## src/rtl/carfield_eoc_monitor.sv

```systemverilog
// Multi-channel end-of-computation monitor.
// After a start delay, polls one return register per enabled channel in
// round-robin order through a single-outstanding read port. It collects the
// per-channel EOC flags and exit codes, then reports an aggregate
// done/pass/timeout result.
module carfield_eoc_monitor #(
  parameter int unsigned NumChannels  = 4,
  parameter int unsigned DataWidth    = 32,
  parameter int unsigned DelayWidth   = 20,
  parameter int unsigned TimeoutWidth = 32,
  localparam int unsigned ChanW = (NumChannels > 1) ? $clog2(NumChannels) : 1,
  localparam int unsigned CodeW = DataWidth - 1
) (
  input  logic                         clk_i,
  input  logic                         rst_i,
  input  logic                         start_i,
  input  logic [NumChannels-1:0]       chan_mask_i,
  input  logic [DelayWidth-1:0]        delay_i,
  input  logic [TimeoutWidth-1:0]      timeout_i,
  output logic                         rd_req_o,
  output logic [ChanW-1:0]             rd_chan_o,
  input  logic                         rd_gnt_i,
  input  logic                         rd_valid_i,
  input  logic [DataWidth-1:0]         rd_data_i,
  output logic                         busy_o,
  output logic                         done_o,
  output logic                         pass_o,
  output logic                         timeout_o,
  output logic [NumChannels-1:0]       eoc_o,
  output logic [NumChannels*CodeW-1:0] exit_code_o,
  output logic [ChanW-1:0]             fail_chan_o
);

  typedef enum logic [2:0] {
    S_IDLE  = 3'd0,
    S_DELAY = 3'd1,
    S_POLL  = 3'd2,
    S_WAIT  = 3'd3,
    S_DRAIN = 3'd4,
    S_DONE  = 3'd5
  } state_e;

  state_e                  state_q, state_d;
  logic [NumChannels-1:0]  mask_q, mask_d;
  logic [NumChannels-1:0]  eoc_q, eoc_d;
  logic [DelayWidth-1:0]   dcnt_q, dcnt_d;
  logic [TimeoutWidth-1:0] tlim_q, tlim_d;
  logic [TimeoutWidth-1:0] tcnt_q, tcnt_d;
  logic [ChanW-1:0]        last_q, last_d;
  logic [CodeW-1:0]        code_q [NumChannels];
  logic [CodeW-1:0]        code_d [NumChannels];
  logic                    done_q, done_d;
  logic                    pass_q, pass_d;
  logic                    tmo_q, tmo_d;
  logic [ChanW-1:0]        fail_q, fail_d;

  logic                    sel_vld;
  logic [ChanW-1:0]        sel_chan;
  logic [ChanW-1:0]        sel_idx;
  logic                    tmo_hit;
  logic                    req;
  logic                    finish;
  logic                    finish_tmo;
  logic                    fail_found;
  logic [ChanW-1:0]        fail_chan;

  // Round-robin pick: first enabled, not-yet-finished channel after last_q.
  // last_q only moves on a grant and eoc_q only changes in WAIT, so the
  // selection stays stable for the whole time a request is pending.
  always_comb begin
    sel_vld  = 1'b0;
    sel_chan = '0;
    sel_idx  = '0;
    for (int unsigned k = 1; k <= NumChannels; k++) begin
      sel_idx = ChanW'((32'(last_q) + k) % NumChannels);
      if (!sel_vld && mask_q[sel_idx] && !eoc_q[sel_idx]) begin
        sel_vld  = 1'b1;
        sel_chan = sel_idx;
      end
    end
  end

  // Timeout compare; a zero limit disables it.
  always_comb begin
    tmo_hit = (tlim_q != '0) && (tcnt_q == tlim_q) &&
              ((state_q == S_POLL) || (state_q == S_WAIT));
  end

  // Next-state, capture and result logic.
  always_comb begin
    state_d    = state_q;
    mask_d     = mask_q;
    eoc_d      = eoc_q;
    dcnt_d     = dcnt_q;
    tlim_d     = tlim_q;
    tcnt_d     = tcnt_q;
    last_d     = last_q;
    code_d     = code_q;
    done_d     = done_q;
    pass_d     = pass_q;
    tmo_d      = tmo_q;
    fail_d     = fail_q;
    req        = 1'b0;
    finish     = 1'b0;
    finish_tmo = 1'b0;
    fail_found = 1'b0;
    fail_chan  = '0;

    unique case (state_q)
      S_IDLE, S_DONE: begin
        if (start_i) begin
          state_d = S_DELAY;
          mask_d  = chan_mask_i;
          dcnt_d  = delay_i;
          tlim_d  = timeout_i;
          tcnt_d  = '0;
          // Seed with the top index so that the first poll lands on index 0.
          last_d  = ChanW'(NumChannels - 1);
          eoc_d   = '0;
          for (int unsigned i = 0; i < NumChannels; i++) begin
            code_d[i] = '0;
          end
          done_d  = 1'b0;
          pass_d  = 1'b0;
          tmo_d   = 1'b0;
          fail_d  = '0;
        end
      end

      S_DELAY: begin
        if (dcnt_q == '0) begin
          if (mask_q == '0) begin
            finish = 1'b1;
          end else begin
            state_d = S_POLL;
            tcnt_d  = '0;
          end
        end else begin
          dcnt_d = dcnt_q - 1'b1;
        end
      end

      S_POLL: begin
        tcnt_d = tcnt_q + 1'b1;
        if (tmo_hit) begin
          // An ungranted request is simply withdrawn.
          finish     = 1'b1;
          finish_tmo = 1'b1;
        end else if (!sel_vld) begin
          finish = 1'b1;
        end else begin
          req = 1'b1;
          if (rd_gnt_i) begin
            last_d  = sel_chan;
            state_d = S_WAIT;
          end
        end
      end

      S_WAIT: begin
        tcnt_d = tcnt_q + 1'b1;
        if (rd_valid_i) begin
          if (rd_data_i[0]) begin
            eoc_d[last_q]  = 1'b1;
            code_d[last_q] = rd_data_i[DataWidth-1:1];
          end
          // Completion takes priority over a timeout in the same cycle.
          if ((eoc_d & mask_q) == mask_q) begin
            finish = 1'b1;
          end else if (tmo_hit) begin
            finish     = 1'b1;
            finish_tmo = 1'b1;
          end else begin
            state_d = S_POLL;
          end
        end else if (tmo_hit) begin
          // A read is still in flight; its response must be absorbed first.
          state_d = S_DRAIN;
        end
      end

      S_DRAIN: begin
        if (rd_valid_i) begin
          finish     = 1'b1;
          finish_tmo = 1'b1;
        end
      end

      default: begin
        state_d = S_IDLE;
      end
    endcase

    for (int unsigned i = 0; i < NumChannels; i++) begin
      if (!fail_found && mask_q[i] && (code_d[i] != '0)) begin
        fail_found = 1'b1;
        fail_chan  = ChanW'(i);
      end
    end

    if (finish) begin
      state_d = S_DONE;
      done_d  = 1'b1;
      tmo_d   = finish_tmo;
      pass_d  = !finish_tmo && !fail_found;
      fail_d  = fail_chan;
    end
  end

  // State and capture registers.
  always_ff @(posedge clk_i) begin
    if (rst_i) begin
      state_q <= S_IDLE;
      mask_q  <= '0;
      eoc_q   <= '0;
      dcnt_q  <= '0;
      tlim_q  <= '0;
      tcnt_q  <= '0;
      last_q  <= '0;
      for (int unsigned i = 0; i < NumChannels; i++) begin
        code_q[i] <= '0;
      end
      done_q  <= 1'b0;
      pass_q  <= 1'b0;
      tmo_q   <= 1'b0;
      fail_q  <= '0;
    end else begin
      state_q <= state_d;
      mask_q  <= mask_d;
      eoc_q   <= eoc_d;
      dcnt_q  <= dcnt_d;
      tlim_q  <= tlim_d;
      tcnt_q  <= tcnt_d;
      last_q  <= last_d;
      for (int unsigned i = 0; i < NumChannels; i++) begin
        code_q[i] <= code_d[i];
      end
      done_q  <= done_d;
      pass_q  <= pass_d;
      tmo_q   <= tmo_d;
      fail_q  <= fail_d;
    end
  end

  // Output mapping.
  always_comb begin
    rd_req_o    = req;
    rd_chan_o   = req ? sel_chan : '0;
    busy_o      = (state_q == S_DELAY) || (state_q == S_POLL) ||
                  (state_q == S_WAIT)  || (state_q == S_DRAIN);
    done_o      = done_q;
    pass_o      = pass_q;
    timeout_o   = tmo_q;
    eoc_o       = eoc_q;
    fail_chan_o = fail_q;
    for (int unsigned i = 0; i < NumChannels; i++) begin
      exit_code_o[i*CodeW +: CodeW] = code_q[i];
    end
  end

endmodule

```

## config.mk

```make
export PLATFORM = sky130hd
export DESIGN_NAME = carfield_eoc_monitor
export DESIGN_NICKNAME = d
export VERILOG_FILES = /design/src/rtl/carfield_eoc_monitor.sv
export SDC_FILE = /design/constraint.sdc
export NUM_CORES = 1
export LEC_CHECK = 0
export BUFFER_PORTS_ARGS = -buffer_cell sky130_fd_sc_hd__buf_2
export CAP_MARGIN = 40
export CORE_ASPECT_RATIO = 1.25
export CORE_MARGIN = 10
export CORE_UTILIZATION = 49
export CTS_CLUSTER_SIZE = 28
export DETAILED_ROUTE_END_ITERATION = 10
export PLACE_DENSITY = 0.76
export SYNTH_ARGS = -nofsm -noshare
export SYNTH_HDL_FRONTEND = slang
export SYNTH_SLANG_ARGS = --single-unit
export TNS_END_PERCENT = 100
```

## constraint.sdc

```tcl
create_clock -name clk_i -period 2.81 [get_ports clk_i]
set_clock_uncertainty 0.15 [all_clocks]
set_input_delay 0.281 -clock clk_i [delete_from_list [all_inputs] [get_ports clk_i]]
set_output_delay 0.281 -clock clk_i [all_outputs]
set_load 0.05 [all_outputs]
```

==> impl_metrics.tcl <==
set metrics [dict create \
    slew_headroom_pct 57.3 \
    async_flop_share_pct 0 \
    min_to "dcnt_q[12]$_SDFFE_PP0P_" \
    synth_top_cells_by_count "226 x dfxtp_1, 205 x nand2_1, 163 x a21oi_1, 123 x nor2_1, 113 x nand3_1" \
    antenna_found_initial 3 \
    grt.total_usage_pct 26.2 \
    vias 11200 \
    dp.cells 1754 \
    reg2regPathDepth 7 \
    ios 230 \
    final_cells 1892 \
    critPathLaunchType "flip-flop" \
    setup_viol 0 \
    io_buffers 229 \
    synth_top_cells_by_area "dfxtp_1 44%, a21oi_1 8.0%, nand2_1 7.5%" \
    tns_ns 0 \
    cts_tree "done" \
    powerDensity_nw_per_um2 874 \
    worstPathCellList "inv_4, ha_4, a22o_1, o21ai_0, a21oi_2, a211oi_2, nor2_4, buf_8" \
    min_period_ns 2.77 \
    end_kind "output port" \
    synth_fp_nets 1409 \
    cts-root-buf "clkbuf_16" \
    hp-class "primary input to flip-flop" \
    detail-route-antenna-nets 0 \
    cp.required_ns 2.38 \
    cp_slowest_cell "dfxtp_4" \
    synth_flop_cell "dfxtp_1" \
    final_util_pct 65.9 \
    nFillCells 1680 \
    critPathKind "flip-flop to output port" \
    cts_buffers 24 \
    rows 59 \
    nets 1697 \
    routed_wl_mm 37.6 \
    grt_pass1_wl_mm 58.0 \
    ff2ff_setup_slack_ns 0.05 \
    r2r_end "dcnt_q[15]$_SDFFE_PP0P_" \
    dpl_worst_slack_ns -0.0743 \
    post_drt_wl_per_cell_um 19.9 \
    die_w_um 149 \
    synthCells 1310 \
    cp.arrival_ns 2.34 \
    clk_pin_slew_worst_paths_ns 0.06 \
    path_max_fanout 6 \
    dieArea_um2 27100 \
    whs_ns 0.0174 \
    period_share_pct 98.6 \
    ys_warn_count 0 \
    place_congestion 0.907 \
    rr_startpoint "dcnt_q[0]$_SDFFE_PP0P_" \
    ir_worst_vdd_v 0.000503 \
    grt_max_degree 82 \
    synth.most_common_cell "dfxtp_1" \
    worst_pin_slew_ns 0.640 \
    insertion_delay_ns 0.52 \
    cts.sinks 226 \
    first_pass_iters 5 \
    rsz0062_at_grt "true" \
    synth_cell_types 57 \
    min_from "delay_i[12]" \
    ys_seq_area_share_pct 44.2 \
    ys_seq_elements 226 \
    core_um2 20700 \
    final_hold_viol_count 0 \
    synth-edff-count 0 \
    syn-cell-area_um2 10200 \
    hold_depth 5 \
    status "completed" \
    die_h_um 182 \
    avgSynthCellArea_um2 7.81 \
    fin_ws_ns 0.0396 \
    fmax_mhz 361 \
    power.leakage_nw 5.62 \
    viasPerCell 5.90 \
    critPathMaxStageDelay_ns 0.38 \
    synth_top_area_cell "dfxtp_1" \
    hpwl_mm 25.6 \
    drive_gt1_share_pct 23.1 \
    maxCapViolations 0 \
    cts_max_path_buffers 3 \
    grt_pass1_vias 10800 \
    grt_overflow 0 \
    drc_errors 0 \
    synth_top_area_share_pct 44.2 \
    syn_to_final_growth_pct 33.1 \
    start_util_pct 49.5 \
    drt_iter0_drc 1072 \
    drv_slew 0 \
    htree_num_levels 1 \
]
==> state kept, by name, summed over array words and instances, names as in the netlist, 3 cells and up <==
register,count
mask_q,4
eoc_o,4
tcnt_q,32
tlim_q,32
dcnt_q,20
exit_code_o,124
state_q,3
==> kinds of logic (layout without fill, tap and decap cells) <==
family / count (synthesis) / count (layout) / synth area share (%)
xor+xnor: 61 / 61 / 5.23
simple gates: 615 / 615 / 28.6
fa+ha+maj: 6 / 6 / 0.734
mux: 1 / 1 / 0.220
flops: 226 / 226 / 44.2
other cells: 0 / 3 / 0
buf+inv: 112 / 417 / 4.12
compound gates: 289 / 289 / 16.9
==> metrics by stage <==
| stage | cell area (um2) | power (mW) |
|---|---|---|
| 2_1_floorplan | 10200 | 6.76 |
| 3_3_place_gp | 11700 | 7.95 |
| 3_5_place_dp | 11700 | 8.01 |
| 4_1_cts | 13400 | 11.6 |
| 5_1_grt | 13600 | 12.5 |
| 6_report | 13600 | 11.9 |
==> final cells by class <==
class	count	area, um2	area share, %
diodes	3	7.51	0.0551
clock buffers	33	726	5.33
clock inverters	10	110	0.809
inverters	14	57.6	0.423
multi-input cells	972	5450	40.0
flip-flops and latches	226	4540	33.4
well taps	274	343	2.52
repair buffers	360	2380	17.5
==> how the worst max path moves through the flow <==
stage / from / slack [ns] / endpoint
after floorplan: dcnt_q[0]$_SDFFE_PP0P_ / 0.03 / tcnt_q[29]$_SDFFE_PP0P_
after global placement: dcnt_q[0]$_SDFFE_PP0P_ / 0.07 / tcnt_q[29]$_SDFFE_PP0P_
after detailed placement: dcnt_q[0]$_SDFFE_PP0P_ / -0.07 / state_q[1]$_SDFFE_PP0P_
after CTS: dcnt_q[1]$_SDFFE_PP0P_ / -0.03 / tcnt_q[29]$_SDFFE_PP0P_
after global routing: last_q[1]$_SDFFE_PP0P_ / -0.02 / rd_chan_o[0]
final: last_q[1]$_SDFFE_PP0P_ / 0.04 / rd_chan_o[0]
==> report_power, final <==
group / leakage, nW / switching (mW) / internal, mW
clock: 0.416 / 1.35 / 1.99
combinational: 3.37 / 2.84 / 1.79
sequential: 1.83 / 0.387 / 3.55
total: 5.62 / 4.58 / 7.32
==> layout by cell type, fill, tap and decap left out, types with 5 or more instances in the layout <==
| cell | n |
|---|---|
| buf_2 | 225 |
| dfxtp_1 | 217 |
| nand2_1 | 204 |
| a21oi_1 | 162 |
| nor2_1 | 121 |
| nand3_1 | 112 |
| dlygate4sd3_1 | 81 |
| nor4_1 | 62 |
| buf_4 | 49 |
| xor2_1 | 40 |
| a22oi_1 | 35 |
| o21ai_0 | 28 |
| clkbuf_16 | 25 |
| nor3_1 | 22 |
| nand4_1 | 21 |
| xnor2_1 | 21 |
| o21a_1 | 15 |
| inv_1 | 10 |
| and3_1 | 10 |
| nand2b_1 | 9 |
| nor2b_1 | 8 |
| clkbuf_8 | 7 |
| dfxtp_2 | 7 |
| nor4_2 | 6 |
| o22ai_1 | 5 |
| a211oi_1 | 5 |
| nor3b_1 | 5 |
| clkinv_2 | 5 |
==> routing by layer <==
metal  part of all wire [%]  vias up  GRT usage, %
li1                       -     5191             -
met1                     36     5218          30.0
met2                     48      614          44.1
met3                     10      140          7.09
met4                    5.6        0          12.2
met5                      0        -             0
==> timing repair <==
item | in CTS | in global routing
endpoints found under the hold margin | 152 | 0
endpoints found under the setup margin | 6 | 20
cloned | 0 | 0
pin swaps | 7 | 16
hold buffers | 81 | 0
buffers inserted | 5 | 7
gates resized for setup | 20 | 35
==> critical path: cells and delay by family, from the launching register on <==
family                   cells  cell delay, ns
flip-flops                   1            0.38
AO/OA/AOI/OAI                4            0.90
AND/OR/NAND/NOR              1            0.06
buffers and inverters        2            0.21
adder cells (fa/ha/maj)      1            0.26
No activity file was read; power rests on OpenSTA's default activity.
